==> src/rtl/dart_thrower.sv <==
// Monte-Carlo pi dart thrower: LFSR darts land in a SIDE x SIDE square and are plotted with a
// one-cycle write strobe, while total darts and quarter-circle hits are counted.
module dart_thrower #(
  parameter int          SIDE      = 480,
  parameter int          NUM_DARTS = 100000,
  parameter int          COUNT_W   = 20,
  parameter logic [19:0] SEED      = 20'h5A5A5
) (
  input  logic               clk,
  input  logic               rst_n,
  input  logic               start,
  output logic [8:0]         writeX,
  output logic [8:0]         writeY,
  output logic               wrEnable,
  output logic [COUNT_W-1:0] totalCount,
  output logic [COUNT_W-1:0] insideCount,
  output logic               busy,
  output logic               done
);

  typedef enum logic [2:0] {
    S_IDLE   = 3'd0,
    S_GEN    = 3'd1,
    S_SQUARE = 3'd2,
    S_WRITE  = 3'd3,
    S_DONE   = 3'd4
  } state_t;

  // An all-zero seed would lock the LFSR, so it is replaced by 1.
  localparam logic [19:0]        SEED_EFF = (SEED == 20'h00000) ? 20'h00001 : SEED;
  localparam logic [8:0]         SIDE_W   = 9'(SIDE);
  localparam logic [18:0]        SIDE_SQ  = 19'(SIDE * SIDE);
  localparam logic [COUNT_W-1:0] LAST_IDX = COUNT_W'(NUM_DARTS - 1);
  localparam logic [COUNT_W-1:0] CNT_ZERO = {COUNT_W{1'b0}};
  localparam logic [COUNT_W-1:0] CNT_ONE  = {{(COUNT_W-1){1'b0}}, 1'b1};

  state_t             r_state;
  logic [19:0]        r_lfsr;
  logic [8:0]         r_x;
  logic [8:0]         r_y;
  logic [18:0]        r_dist2;
  logic               r_wr;
  logic [COUNT_W-1:0] r_total;
  logic [COUNT_W-1:0] r_inside;
  logic               r_busy;
  logic               r_done;

  logic [19:0] w_lfsr_next;
  logic [8:0]  w_cx;
  logic [8:0]  w_cy;
  logic        w_hit;
  logic [18:0] w_dist2;

  assign w_lfsr_next = {r_lfsr[18:0], r_lfsr[19] ^ r_lfsr[16]};
  assign w_cx        = r_lfsr[8:0];
  assign w_cy        = r_lfsr[17:9];
  assign w_hit       = (w_cx < SIDE_W) && (w_cy < SIDE_W);
  assign w_dist2     = (19'(r_x) * 19'(r_x)) + (19'(r_y) * 19'(r_y));

  assign writeX      = r_x;
  assign writeY      = r_y;
  assign wrEnable    = r_wr;
  assign totalCount  = r_total;
  assign insideCount = r_inside;
  assign busy        = r_busy;
  assign done        = r_done;

  // Dart FSM: generate/reject, square the distance, strobe the pixel and count.
  always_ff @(posedge clk or negedge rst_n) begin
    if (!rst_n) begin
      r_state  <= S_IDLE;
      r_lfsr   <= SEED_EFF;
      r_x      <= 9'd0;
      r_y      <= 9'd0;
      r_dist2  <= 19'd0;
      r_wr     <= 1'b0;
      r_total  <= CNT_ZERO;
      r_inside <= CNT_ZERO;
      r_busy   <= 1'b0;
      r_done   <= 1'b0;
    end else begin
      case (r_state)
        S_IDLE, S_DONE: begin
          if (start) begin
            r_state  <= S_GEN;
            r_lfsr   <= SEED_EFF;
            r_total  <= CNT_ZERO;
            r_inside <= CNT_ZERO;
            r_busy   <= 1'b1;
            r_done   <= 1'b0;
          end else begin
            r_state <= r_state;
          end
        end
        S_GEN: begin
          r_lfsr <= w_lfsr_next;
          if (w_hit) begin
            r_x     <= w_cx;
            r_y     <= w_cy;
            r_state <= S_SQUARE;
          end else begin
            r_state <= S_GEN;
          end
        end
        S_SQUARE: begin
          r_lfsr  <= w_lfsr_next;
          r_dist2 <= w_dist2;
          r_wr    <= 1'b1;
          r_state <= S_WRITE;
        end
        S_WRITE: begin
          r_lfsr  <= w_lfsr_next;
          r_wr    <= 1'b0;
          r_total <= r_total + CNT_ONE;
          // Boundary darts (dist2 == SIDE^2) count as outside.
          if (r_dist2 < SIDE_SQ) begin
            r_inside <= r_inside + CNT_ONE;
          end else begin
            r_inside <= r_inside;
          end
          if (r_total == LAST_IDX) begin
            r_state <= S_DONE;
            r_busy  <= 1'b0;
            r_done  <= 1'b1;
          end else begin
            r_state <= S_GEN;
          end
        end
        default: begin
          r_state <= S_IDLE;
          r_wr    <= 1'b0;
          r_busy  <= 1'b0;
          r_done  <= 1'b0;
        end
      endcase
    end
  end

endmodule

==> config.mk <==
export PLATFORM = sky130hd
export DESIGN_NAME = dart_thrower
export DESIGN_NICKNAME = d
export VERILOG_FILES = /design/src/rtl/dart_thrower.sv
export SDC_FILE = /design/constraint.sdc
export NUM_CORES = 1
export LEC_CHECK = 0
export ABC_AREA = 1
export CORE_AREA = 2 2 125 139
export DETAILED_ROUTE_END_ITERATION = 8
export DIE_AREA = 0 0 127 141
export MAX_ROUTING_LAYER = met4
export PLACE_DENSITY_LB_ADDON = 0.15
export REMOVE_ABC_BUFFERS = 1
export SLEW_MARGIN = 20
export SYNTH_ARGS = -nofsm -noshare
export SYNTH_HDL_FRONTEND = slang
export SYNTH_SLANG_ARGS = --single-unit
export TNS_END_PERCENT = 50
==> constraint.sdc <==
create_clock -name clk -period 5.3 [get_ports clk]
set_input_delay 1.06 -clock clk [delete_from_list [all_inputs] [get_ports clk]]
set_output_delay 1.06 -clock clk [all_outputs]
set_load 0.02 [all_outputs]
==> results.json <==
{
  "routed_wirelength_um": 20300,
  "cts_tree": "built",
  "syn_avg_cell_area_um2": 8.03,
  "yosysUniqueCellTypes": 40,
  "final_util": 0.629,
  "gp_congestion": 0.891,
  "grt_max_degree": 72,
  "critical_path.cell_chain": "nand2_1 -> inv_1 -> fa_1 -> inv_1 -> fa_1 -> inv_1 -> fa_1 -> fa_1 -> fa_1 -> inv_1 -> fa_1 -> inv_1 -> ha_4 -> a21oi_4 -> o21ai_0 -> inv_1 -> nor2_1 -> nor2_1 -> nand3_1 -> nand3_1 -> nand2_1",
  "fillers": 1492,
  "grt.overflow.total": 0,
  "met3_usage": 0.0254,
  "clk_latency_ns": 0.35,
  "finalSetupTns_ns": 0,
  "netlist_area_mm2": 0.00895,
  "synth_most_common_cell": "inv_1",
  "io_buffers": 63,
  "pin_count": 64,
  "cp.required_ns": 5.54,
  "tightest_slew_ns": 0.929,
  "ys_ff_latch": 93,
  "vias": 7239,
  "crit_type": "reg2reg",
  "slew_headroom": 0.380,
  "antenna_cells_inserted": 0,
  "crit_path_max_fanout": 5,
  "area_growth_pct": 17.0,
  "grtUsageMet2": 0.428,
  "coreArea_mm2": 0.0166,
  "synth_area_leaders": "dfrtp_1 (23%), fa_1 (22%), inv_1 (11%)",
  "fp-row-count": 50,
  "grt_pass1_wl_um": 34000,
  "maxCapViolations": 0,
  "nNetsFinal": 1353,
  "first_global_vias": 7138,
  "gr-usage-met1": 0.304,
  "clk_pin_slew_ns": 0.07,
  "dp_slack_ns": 0.0413,
  "cts-buffers-inserted": 9,
  "clkSinkCount": 93,
  "hold_viol": 0,
  "finalClockSkew_ns": 0.0101,
  "cp_slowest_cell": "fa_1",
  "cts_root_buf": "clkbuf_16",
  "finalWorstSetupSlack_ns": 0.199,
  "dieArea_mm2": 0.0179,
  "dp_hpwl_um": 15700,
  "yosys.area.top_type_share": 0.232,
  "async_reset_ff_frac": 1.00,
  "crit_buf_inv": 6,
  "min_period_ns": 5.10,
  "dp_cells": 1381,
  "ys_warn_count": 0,
  "maxSlewViolCount": 0,
  "drcViolationCount": 0,
  "busiest_layer": "met2",
  "timing.final.crit_share": 0.962,
  "start_util": 0.538,
  "grt_use_total": 0.246,
  "dr.pass1.iters": 5,
  "yosysTopAreaCell": "dfrtp_1",
  "synth_commonest_cells": "inv_1 (270), nand2_1 (252), fa_1 (98)",
  "drive_above_1_share": 0.116,
  "ys.flop_type": "dfrtp_1",
  "yosysSeqAreaShare": 0.262,
  "max_freq_mhz": 196,
  "setup_viol": 0,
  "crit_path_end_kind": "flip-flop",
  "die_h_um": 141,
  "rsz0062_at_grt": "yes",
  "crit_path_max_incr_delay_ns": 0.60,
  "hp-class": "reg2reg",
  "synth_cells": 1114,
  "startpoint_type": "flip-flop",
  "antenna_left": 0,
  "synth_edf_count": 0,
  "htreeDepth": 3,
  "hold_buffers": 0,
  "cp.arrival_ns": 5.34,
  "status": "completed",
  "die_w_um": 127,
  "clockBufferDepth": 2,
  "drt_iter0_markers": 428,
  "vias_per_cell": 5.14,
  "antenna_found_initial": 0,
  "wire_per_inst_um": 14.4,
  "path_delay_family": "adder cells",
  "final_cells": 1409
}
==> final cells by class <==
cell class              instances  area (µm²)  share of cell area
flip-flops and latches         93        2350               0.225
clock inverters                 5         109              0.0104
clock buffers                  11         233              0.0222
multi-input cells             712        5510               0.526
repair buffers                106         971              0.0928
well taps                     208         260              0.0249
inverters                     274        1030              0.0984
==> per-layer routing <==
metal,vias to the layer above,wire length (µm)
li1,3563,-
met1,3509,8710
met2,139,10500
met3,28,642
met4,0,441
met5,-,0
==> registers in the layout (all words and copies together), names as in the netlist <==
signal and count:
busy 1, done 1, insideCount 20, r_dist2 9
r_lfsr 20, r_state 3, totalCount 20, wrEnable 1
writeX 9, writeY 9
==> worst register-to-register path: cells and delay by family (launching register included) <==
family | cells | cell delay [ns]
simple gates | 6 | 0.48
flops | 1 | 0.45
compound gates | 2 | 0.25
fa+ha+maj | 7 | 3.44
buf+inv | 6 | 0.38
==> logic make-up (layout without fill, tap and decap cells) <==
| family | Yosys count | count (layout) | share of synthesized area |
|---|---|---|---|
| simple gates | 419 | 419 | 0.203 |
| buf+inv | 309 | 396 | 0.136 |
| fa+ha+maj | 154 | 154 | 0.298 |
| compound gates | 119 | 119 | 0.0818 |
| flops | 93 | 93 | 0.262 |
| xor+xnor | 19 | 19 | 0.0186 |
| mux | 1 | 1 | 0.00112 |
==> final timing paths <==
check,from,endpoint,cells past startpoint,slack (ns)
max in group asynchronous,rst_n,r_lfsr[18]$_DFFE_PN1P_,2,3.58
worst min-delay path,done$_DFFE_PN0P_,done$_DFFE_PN0P_,2,0.48
min in group asynchronous,rst_n,totalCount[12]$_DFFE_PN0P_,1,0.84
worst max register to register,writeX[8]$_DFFE_PN0P_,r_dist2[18]$_DFFE_PN0P_,21,0.20
worst max-delay path,writeX[8]$_DFFE_PN0P_,r_dist2[18]$_DFFE_PN0P_,21,0.20
worst min register to register,done$_DFFE_PN0P_,done$_DFFE_PN0P_,2,0.48
==> repair_timing <==
action                                  4_1_cts  5_1_grt
resized for setup                             0       36
setup buffers                                 0       12
endpoints found under the setup margin        0        9
==> stage by stage <==
stage / hold WS (ns) / instance area, µm²
floorplan: 0.444 / 8760
global placement: 0.465 / 9890
detailed placement: 0.463 / 9890
CTS: 0.485 / 10200
global route: 0.524 / 10500
finish: 0.484 / 10500
==> layout by cell type (no fill, tap or decap), drive strengths merged, types with 10 or more instances in the layout <==
cell / count
o22ai: 11
nand4: 23
nand3: 50
o21ai: 53
inv: 274
dfstp: 10
buf: 44
a21oi: 32
clkbuf: 11
dfrtp: 83
nor2: 54
clkdlybuf4s50: 62
xor2: 12
ha: 56
fa: 98
nor3: 20
nand2: 256
Power is left out: the tool's default activity adds up to more than one toggle a clock period on the data nets, which glitch-free logic cannot reach.
